**config.mk**
```make
export PLATFORM = sky130hd
export DESIGN_NAME = router_register_param
export DESIGN_NICKNAME = d
export VERILOG_FILES = /design/src/rtl/router_register_param.sv
export SDC_FILE = /design/constraint.sdc
export NUM_CORES = 1
export LEC_CHECK = 0
export ABC_AREA = 1
export BUFFER_PORTS_ARGS = -buffer_cell sky130_fd_sc_hd__clkbuf_2
export CORE_ASPECT_RATIO = 1.1
export CORE_MARGIN = 2
export CORE_UTILIZATION = 45
export CTS_CLUSTER_DIAMETER = 150
export DETAILED_ROUTE_END_ITERATION = 16
export PLACE_DENSITY = 0.62
export RECOVER_POWER = 25
export SLEW_MARGIN = 30
export SYNTH_ARGS = -nofsm -noshare
export SYNTH_HDL_FRONTEND = slang
export SYNTH_SLANG_ARGS = --single-unit
```
**constraint.sdc**
```tcl
create_clock -name clk -period 2.36 [get_ports clk]
set_clock_uncertainty 0.2 [all_clocks]
set_input_delay 0.472 -clock clk [delete_from_list [all_inputs] [get_ports clk]]
set_output_delay 0.472 -clock clk [all_outputs]
set_load 0.05 [all_outputs]
```
**src/rtl/router_register_param.sv**
```systemverilog
// Router register slice: header/hold capture, output byte staging, running
// XOR-parity or additive checksum, payload length check and packet error flags.
module router_register_param #(
  parameter int unsigned DATA_W   = 8,
  parameter int unsigned LEN_W    = 6,
  parameter int unsigned CHK_MODE = 0
) (
  input  logic              clk,
  input  logic              reset,
  input  logic              pkt_valid,
  input  logic [DATA_W-1:0] data_in,
  input  logic              fifo_full,
  input  logic              rst_int_reg,
  input  logic              detect_addr,
  input  logic              ld_state,
  input  logic              laf_state,
  input  logic              full_state,
  input  logic              lfd_state,
  output logic              parity_done,
  output logic              low_pkt_valid,
  output logic              err,
  output logic              len_err,
  output logic [DATA_W-1:0] data_out
);

  logic [DATA_W-1:0] hdr_q, hdr_d;
  logic [DATA_W-1:0] hold_q, hold_d;
  logic [DATA_W-1:0] dout_q, dout_d;
  logic [DATA_W-1:0] chk_q, chk_d;
  logic [DATA_W-1:0] pchk_q, pchk_d;
  logic [LEN_W:0]    cnt_q, cnt_d;
  logic              pd_q, pd_d, pd_dly_q;
  logic              lpv_q, lpv_d;
  logic              err_q, err_d;
  logic              lerr_q, lerr_d;

  logic              payload_fold;
  logic              capture;
  logic              pd_rise;
  logic [LEN_W-1:0]  hdr_len;

  function automatic logic [DATA_W-1:0] fold(input logic [DATA_W-1:0] a,
                                             input logic [DATA_W-1:0] b);
    if (CHK_MODE == 0) return a ^ b;
    else               return a + b;
  endfunction

  always_comb begin
    payload_fold = ld_state && pkt_valid && !full_state;
    capture      = (ld_state && !fifo_full && !pkt_valid) ||
                   (laf_state && lpv_q && !pd_q);
    // err/len_err are evaluated once, the cycle after parity_done first rises
    pd_rise      = pd_q && !pd_dly_q;
    hdr_len      = hdr_q[DATA_W-1 -: LEN_W];

    hdr_d = hdr_q;
    if (detect_addr && pkt_valid && (data_in[1:0] != 2'b11)) hdr_d = data_in;

    hold_d = hold_q;
    if (!lfd_state && ld_state && fifo_full) hold_d = data_in;

    dout_d = dout_q;
    if (lfd_state)                   dout_d = hdr_q;
    else if (ld_state && !fifo_full) dout_d = data_in;
    else if (laf_state)              dout_d = hold_q;

    chk_d = chk_q;
    if (detect_addr)       chk_d = '0;
    else if (lfd_state)    chk_d = fold(chk_q, hdr_q);
    else if (payload_fold) chk_d = fold(chk_q, data_in);

    cnt_d = cnt_q;
    if (detect_addr)                       cnt_d = '0;
    else if (payload_fold && cnt_q != '1)  cnt_d = cnt_q + (LEN_W+1)'(1);

    pchk_d = pchk_q;
    if (capture) pchk_d = data_in;

    pd_d = pd_q;
    if (detect_addr)  pd_d = 1'b0;
    else if (capture) pd_d = 1'b1;

    lpv_d = lpv_q;
    if (rst_int_reg)                 lpv_d = 1'b0;
    else if (ld_state && !pkt_valid) lpv_d = 1'b1;

    err_d = err_q;
    if (detect_addr)                     err_d = 1'b0;
    else if (pd_rise && pchk_q != chk_q) err_d = 1'b1;

    lerr_d = lerr_q;
    if (detect_addr)                                 lerr_d = 1'b0;
    else if (pd_rise && cnt_q != {1'b0, hdr_len})    lerr_d = 1'b1;
  end

  always_ff @(posedge clk or posedge reset) begin
    if (reset) begin
      hdr_q    <= '0;
      hold_q   <= '0;
      dout_q   <= '0;
      chk_q    <= '0;
      pchk_q   <= '0;
      cnt_q    <= '0;
      pd_q     <= 1'b0;
      pd_dly_q <= 1'b0;
      lpv_q    <= 1'b0;
      err_q    <= 1'b0;
      lerr_q   <= 1'b0;
    end else begin
      hdr_q    <= hdr_d;
      hold_q   <= hold_d;
      dout_q   <= dout_d;
      chk_q    <= chk_d;
      pchk_q   <= pchk_d;
      cnt_q    <= cnt_d;
      pd_q     <= pd_d;
      pd_dly_q <= pd_q;
      lpv_q    <= lpv_d;
      err_q    <= err_d;
      lerr_q   <= lerr_d;
    end
  end

  assign data_out      = dout_q;
  assign parity_done   = pd_q;
  assign low_pkt_valid = lpv_q;
  assign err           = err_q;
  assign len_err       = lerr_q;

endmodule

```
Word level (Yosys, flattened, before mapping)
Index checks and enable logic that the tools add are counted.
- flip-flop bits (word level): 52
- bits of input ports: 18
- output and inout port bits: 12
- logic and storage cells: 63
- $add $sub $neg: 1
- equal/unequal tests: 4
- mux-type cells: 16
- bitwise logic cells: 2
- reductions and logical operators: 29
- operator list (cell ; number):
    8-bit 2-to-1 mux ; 6
    8-bit bitwise XOR ; 2
    1-bit logical AND ; 15
    7-bit 2-to-1 mux ; 2
    2-bit nonzero test ; 5
    1-bit 2-to-1 mux ; 8
    8-bit inequality test ; 1
    7-bit by 1-bit adder with 7-bit output (second input constant) ; 1
    7-bit by 6-bit inequality test with 1-bit output ; 1
    7-bit inequality test (second input constant) ; 1
    1-bit logical NOT ; 6
    3-bit nonzero test ; 2
    2-bit inequality test (second input constant) ; 1
    1-bit logical OR ; 1

Longest topological paths before layout
- depth in word-level cells: 6
- gate-level depth with buffers: 8
- depth with buffers taken out: 8

Worst setup path after synthesis
Ideal clock, no wire load.
- path type: register -> register
- start point: reg pd_q (netlist: parity_done)
- end point: reg pchk_q[0]
- library setup time: 0.126 ns
- arrival: 1.211 ns
- required time: 2.034 ns
- setup slack: 0.823 ns
- stages on the path, launching flop included: 7
- path buffers: 1
- period minus slack after synthesis: 1.537 ns
- cells stage by stage: dfrtp_1 > inv_1 > nand3_1 > nand2_4 > buf_8 > nand2_1 > o21ai_0
- word-level cells in the longest chain between the ends: 3
- RTL lines (what ; RTL line ; text):
    from (decl) ; 32 ; logic pd_q, pd_d, pd_dly_q;
    from (signal assigned) ; 116 ; pd_q <= pd_d;
    1-bit logical NOT ; 51 ; (laf_state && lpv_q && !pd_q);
    1-bit logical AND ; 51 ;
    1-bit logical OR ; 50 ; capture = (ld_state && !fifo_full && !pkt_valid) ||
    to (signal assigned) ; 114 ; pchk_q <= pchk_d;
    to (decl) ; 30 ; logic [DATA_W-1:0] pchk_q, pchk_d;
No other way between the ends.
A chain may end at the register's enable or synchronous reset.

Worst setup path after layout
- start point: in lfd_state
- end point: reg hold_q[7]
- word-level cells in the longest chain between the ends: 3
- RTL lines (what ; RTL line ; text):
    from (decl) ; 18 ; input logic lfd_state,
    1-bit logical NOT ; 60 ; if (!lfd_state && ld_state && fifo_full) hold_d = data_in;
    1-bit logical AND (2 in a row) ; 60 ;
    to (signal assigned) ; 111 ; hold_q <= hold_d;
    to (decl) ; 27 ; logic [DATA_W-1:0] hold_q, hold_d;
No other way between the ends.

==> results.toml <==
[die]
die_w_um = 76.3
rows = 28
die_h_um = 83.6
dieArea_um2 = 6380
core_area_um2 = 5470
io-pin-count = 30
initial_core_util_pct = 47.4

[yosys]
synth-edff-count = 0
syn_inst = 313
synth_ff_type = "dfrtp_1"
ys_seq_area_share_pct = 50.3
ys_ff_latch = 52
synth_fp_nets = 332
yosys.area.top_type = "dfrtp_1"
ys_async_sr_fraction_pct = 100
syn-cell-area_um2 = 2590
yosysTopAreaCellShare_pct = 50.3
ys_types = 26
ys_warn_count = 0
syn_area_per_cell_um2 = 8.27
ys_top_cells_by_area = "dfrtp_1, nand2_1, nor2_1"

[worst_hold_path]
hp-class = "primary input to flip-flop"

[timing]
fin_crit_ns = 1.94
drv_slew = 0
rsz0062_at_grt = "false"
tns_ns = 0
fin_crit_sh_pct = 82.4
worst_slack_ns = 0.415
fmax_mhz = 514
setup_violations = 0
worst_pin_slew_ns = 0.930
max_slew_margin_pct = 38.0
hold_violations = 0

[pwr]
ir_drop_mv = 0.336
p_int_mw = 1.54
power_density_nw_per_um2 = 774
pwr-share-comb_pct = 21.6
pwr-share-clk_pct = 29.7
net-switching-power_mw = 0.702
finalPower_mw = 2.24
sw_frac_of_total_pct = 31.3
leakagePower_nw = 1.45
p_seq_share_pct = 48.7

[clock_tree]
clock_latency_ns = 0.30
cts_buffers = 5
clockBufferDepth = 2
root_buffer = "clkbuf_8"
post_cts_resized = 0
htree_levels = 2
postCtsSetupBuffers = 0
hold_buffers = 1
cts_tree = "built"
clk_pin_slew_worst_paths_ns = 0.09
clock-sinks = 52

[status]
outcome = "finished clean"

[critical_path]
cp_cell_sequence = "clkbuf_1 > inv_1 > nand3_1 > nand2_1 > o21ai_0"
crit_required_ns = 2.37
cp_max_fo = 19
cp-start-kind = "primary input"
cp_slowest_cell = "clkbuf_1"
critical_path.max_stage_delay_ns = 0.68
endpoint_kind = "flip-flop"
path_class = "primary input to flip-flop"
arrival_ns = 1.96

[global_routing]
grt_pass1_wl_um = 9830
first_global_vias = 2014
overflow = 0
grt_start_max_net_pins = 20
antenna_found_initial = 0
grt.total_usage_pct = 19.4

[route]
drc_errors = 0
viasPerCell = 4.95
firstDrtPassIters = 4
wire_per_inst_um = 13.8
drt_iter0_drc = 132
ant_nets = 0
num_vias = 2077
drt-total-wl_um = 5810

[placed_design]
dp_cells = 411
dp_slack_ns = 0.451
dpl.hpwl_um = 4120
place.port_buffers = 29
place.gp.congestion = 0.800

[finish]
final_cells = 420
areaGrowthSynthToFinish_pct = 11.8
drive_above_1_share_pct = 13.3
fin_nets = 363
antenna_cells = 0
fillers = 526

[run]
maxCapViolations = 0
layout by cell type, fill, tap and decap left out:
| master | synthesis | routed |
|---|---|---|
| xor2_1 | 1 | 1 |
| buf_4 | 1 | 2 |
| o22ai_1 | 7 | 7 |
| ha_1 | 1 | 1 |
| xnor2_1 | 8 | 8 |
| a21oi_1 | 10 | 10 |
| inv_1 | 35 | 35 |
| o21ai_0 | 26 | 26 |
| nand3b_1 | 3 | 3 |
| clkbuf_2 | 0 | 27 |
| nor2_4 | 2 | 2 |
| a32o_1 | 1 | 1 |
| clkbuf_1 | 0 | 2 |
| nand3_1 | 8 | 8 |
| nor3_1 | 1 | 1 |
| nand2_1 | 82 | 83 |
| clkbuf_8 | 0 | 7 |
| bufinv_16 | 0 | 1 |
| o211ai_2 | 1 | 1 |
| a21boi_0 | 7 | 7 |
| nand2_4 | 5 | 4 |
| dlygate4sd3_1 | 0 | 1 |
| dfrtp_1 | 52 | 52 |
| inv_2 | 1 | 1 |
| nand4_2 | 1 | 1 |
| nor2_1 | 43 | 44 |
| a31oi_1 | 9 | 9 |
cells in the mapped netlist (2+ instances only):
cell type   n
o21ai_0    26
nand2_1    82
o22ai_1     7
a31oi_1     9
xnor2_1     8
dfrtp_1    52
nand3_1     8
nor2_1     43
buf_6       3
nand2_4     5
nor2_4      2
nand3b_1    3
a21oi_1    10
a21boi_0    7
inv_1      35
buf_2       3
flip-flops by register name, summed over array words and instances, names as in the netlist:
| name | cells |
|---|---|
| low_pkt_valid | 1 |
| err | 1 |
| data_out | 8 |
| len_err | 1 |
| pd_dly_q | 1 |
| hdr_q | 8 |
| chk_q | 8 |
| hold_q | 8 |
| pchk_q | 8 |
| parity_done | 1 |
| cnt_q | 7 |
cell type report:
class                   count  area, um2  area share (%)
clock buffers               7       96.3            3.33
clock inverters             1       30.0            1.04
inverters                  36        135            4.67
multi-input cells         217       1070            37.0
flip-flops and latches     52       1300            44.9
well taps                  75       93.8            3.24
repair buffers             32        168            5.79
power groups by stage:
stage	sequential (mW)	clock [mW]	combinational [mW]
after floorplan	1.19	0	0.278
after global placement	1.11	0	0.479
after detailed placement	1.11	0	0.486
after CTS	1.09	0.686	0.490
after global routing	1.11	0.720	0.544
final	1.09	0.665	0.485
per-layer routing:
metal  routed length [um]  global-route usage, %
met4                   64                   5.79
met1                 2790                   24.7
met3                  194                   3.14
met5                    0                      0
met2                 2770                   33.8
critical path: cells and delay by family:
kind	cells	cell delay, ns
AOI/OAI and AO/OA	1	0.10
buffers and inverters	2	0.81
and+or+nand+nor	2	0.56
kinds of logic after synthesis:
| logic type | Yosys count | synth area share [%] |
|---|---|---|
| xor+xnor | 9 | 3.05 |
| compound gates | 61 | 13.7 |
| simple gates | 146 | 24.5 |
| flops | 52 | 50.3 |
| fa+ha+maj | 1 | 0.483 |
| buf+inv | 44 | 7.97 |
metrics by stage:
stage	util (%)	area [um2]	hold slack, ns
2_1_floorplan	-	2590	0.248
3_3_place_gp	50.7	2770	0.191
3_5_place_dp	50.7	2770	0.198
4_1_cts	53.2	2910	0.108
5_1_grt	53.0	2900	0.117
6_report	53.0	2900	0.118
final timing paths:
kind                                              start                         to  slack (ns)  cells past startpoint
min in group asynchronous                         reset         pd_dly_q$_DFF_PP0_        0.61                      3
worst min-delay path                        rst_int_reg  low_pkt_valid$_DFFE_PP0P_        0.12                      2
max in group asynchronous                         reset       hdr_q[2]$_DFFE_PP0P_        0.61                      4
worst max register to register     cnt_q[0]$_DFFE_PP0P_       cnt_q[5]$_DFFE_PP0P_        0.67                      7
worst min register to register  parity_done$_DFFE_PP0P_         pd_dly_q$_DFF_PP0_        0.21                      0
worst max-delay path                          lfd_state      hold_q[7]$_DFFE_PP0P_        0.42                      5
(Power assumes the default switching activity.)
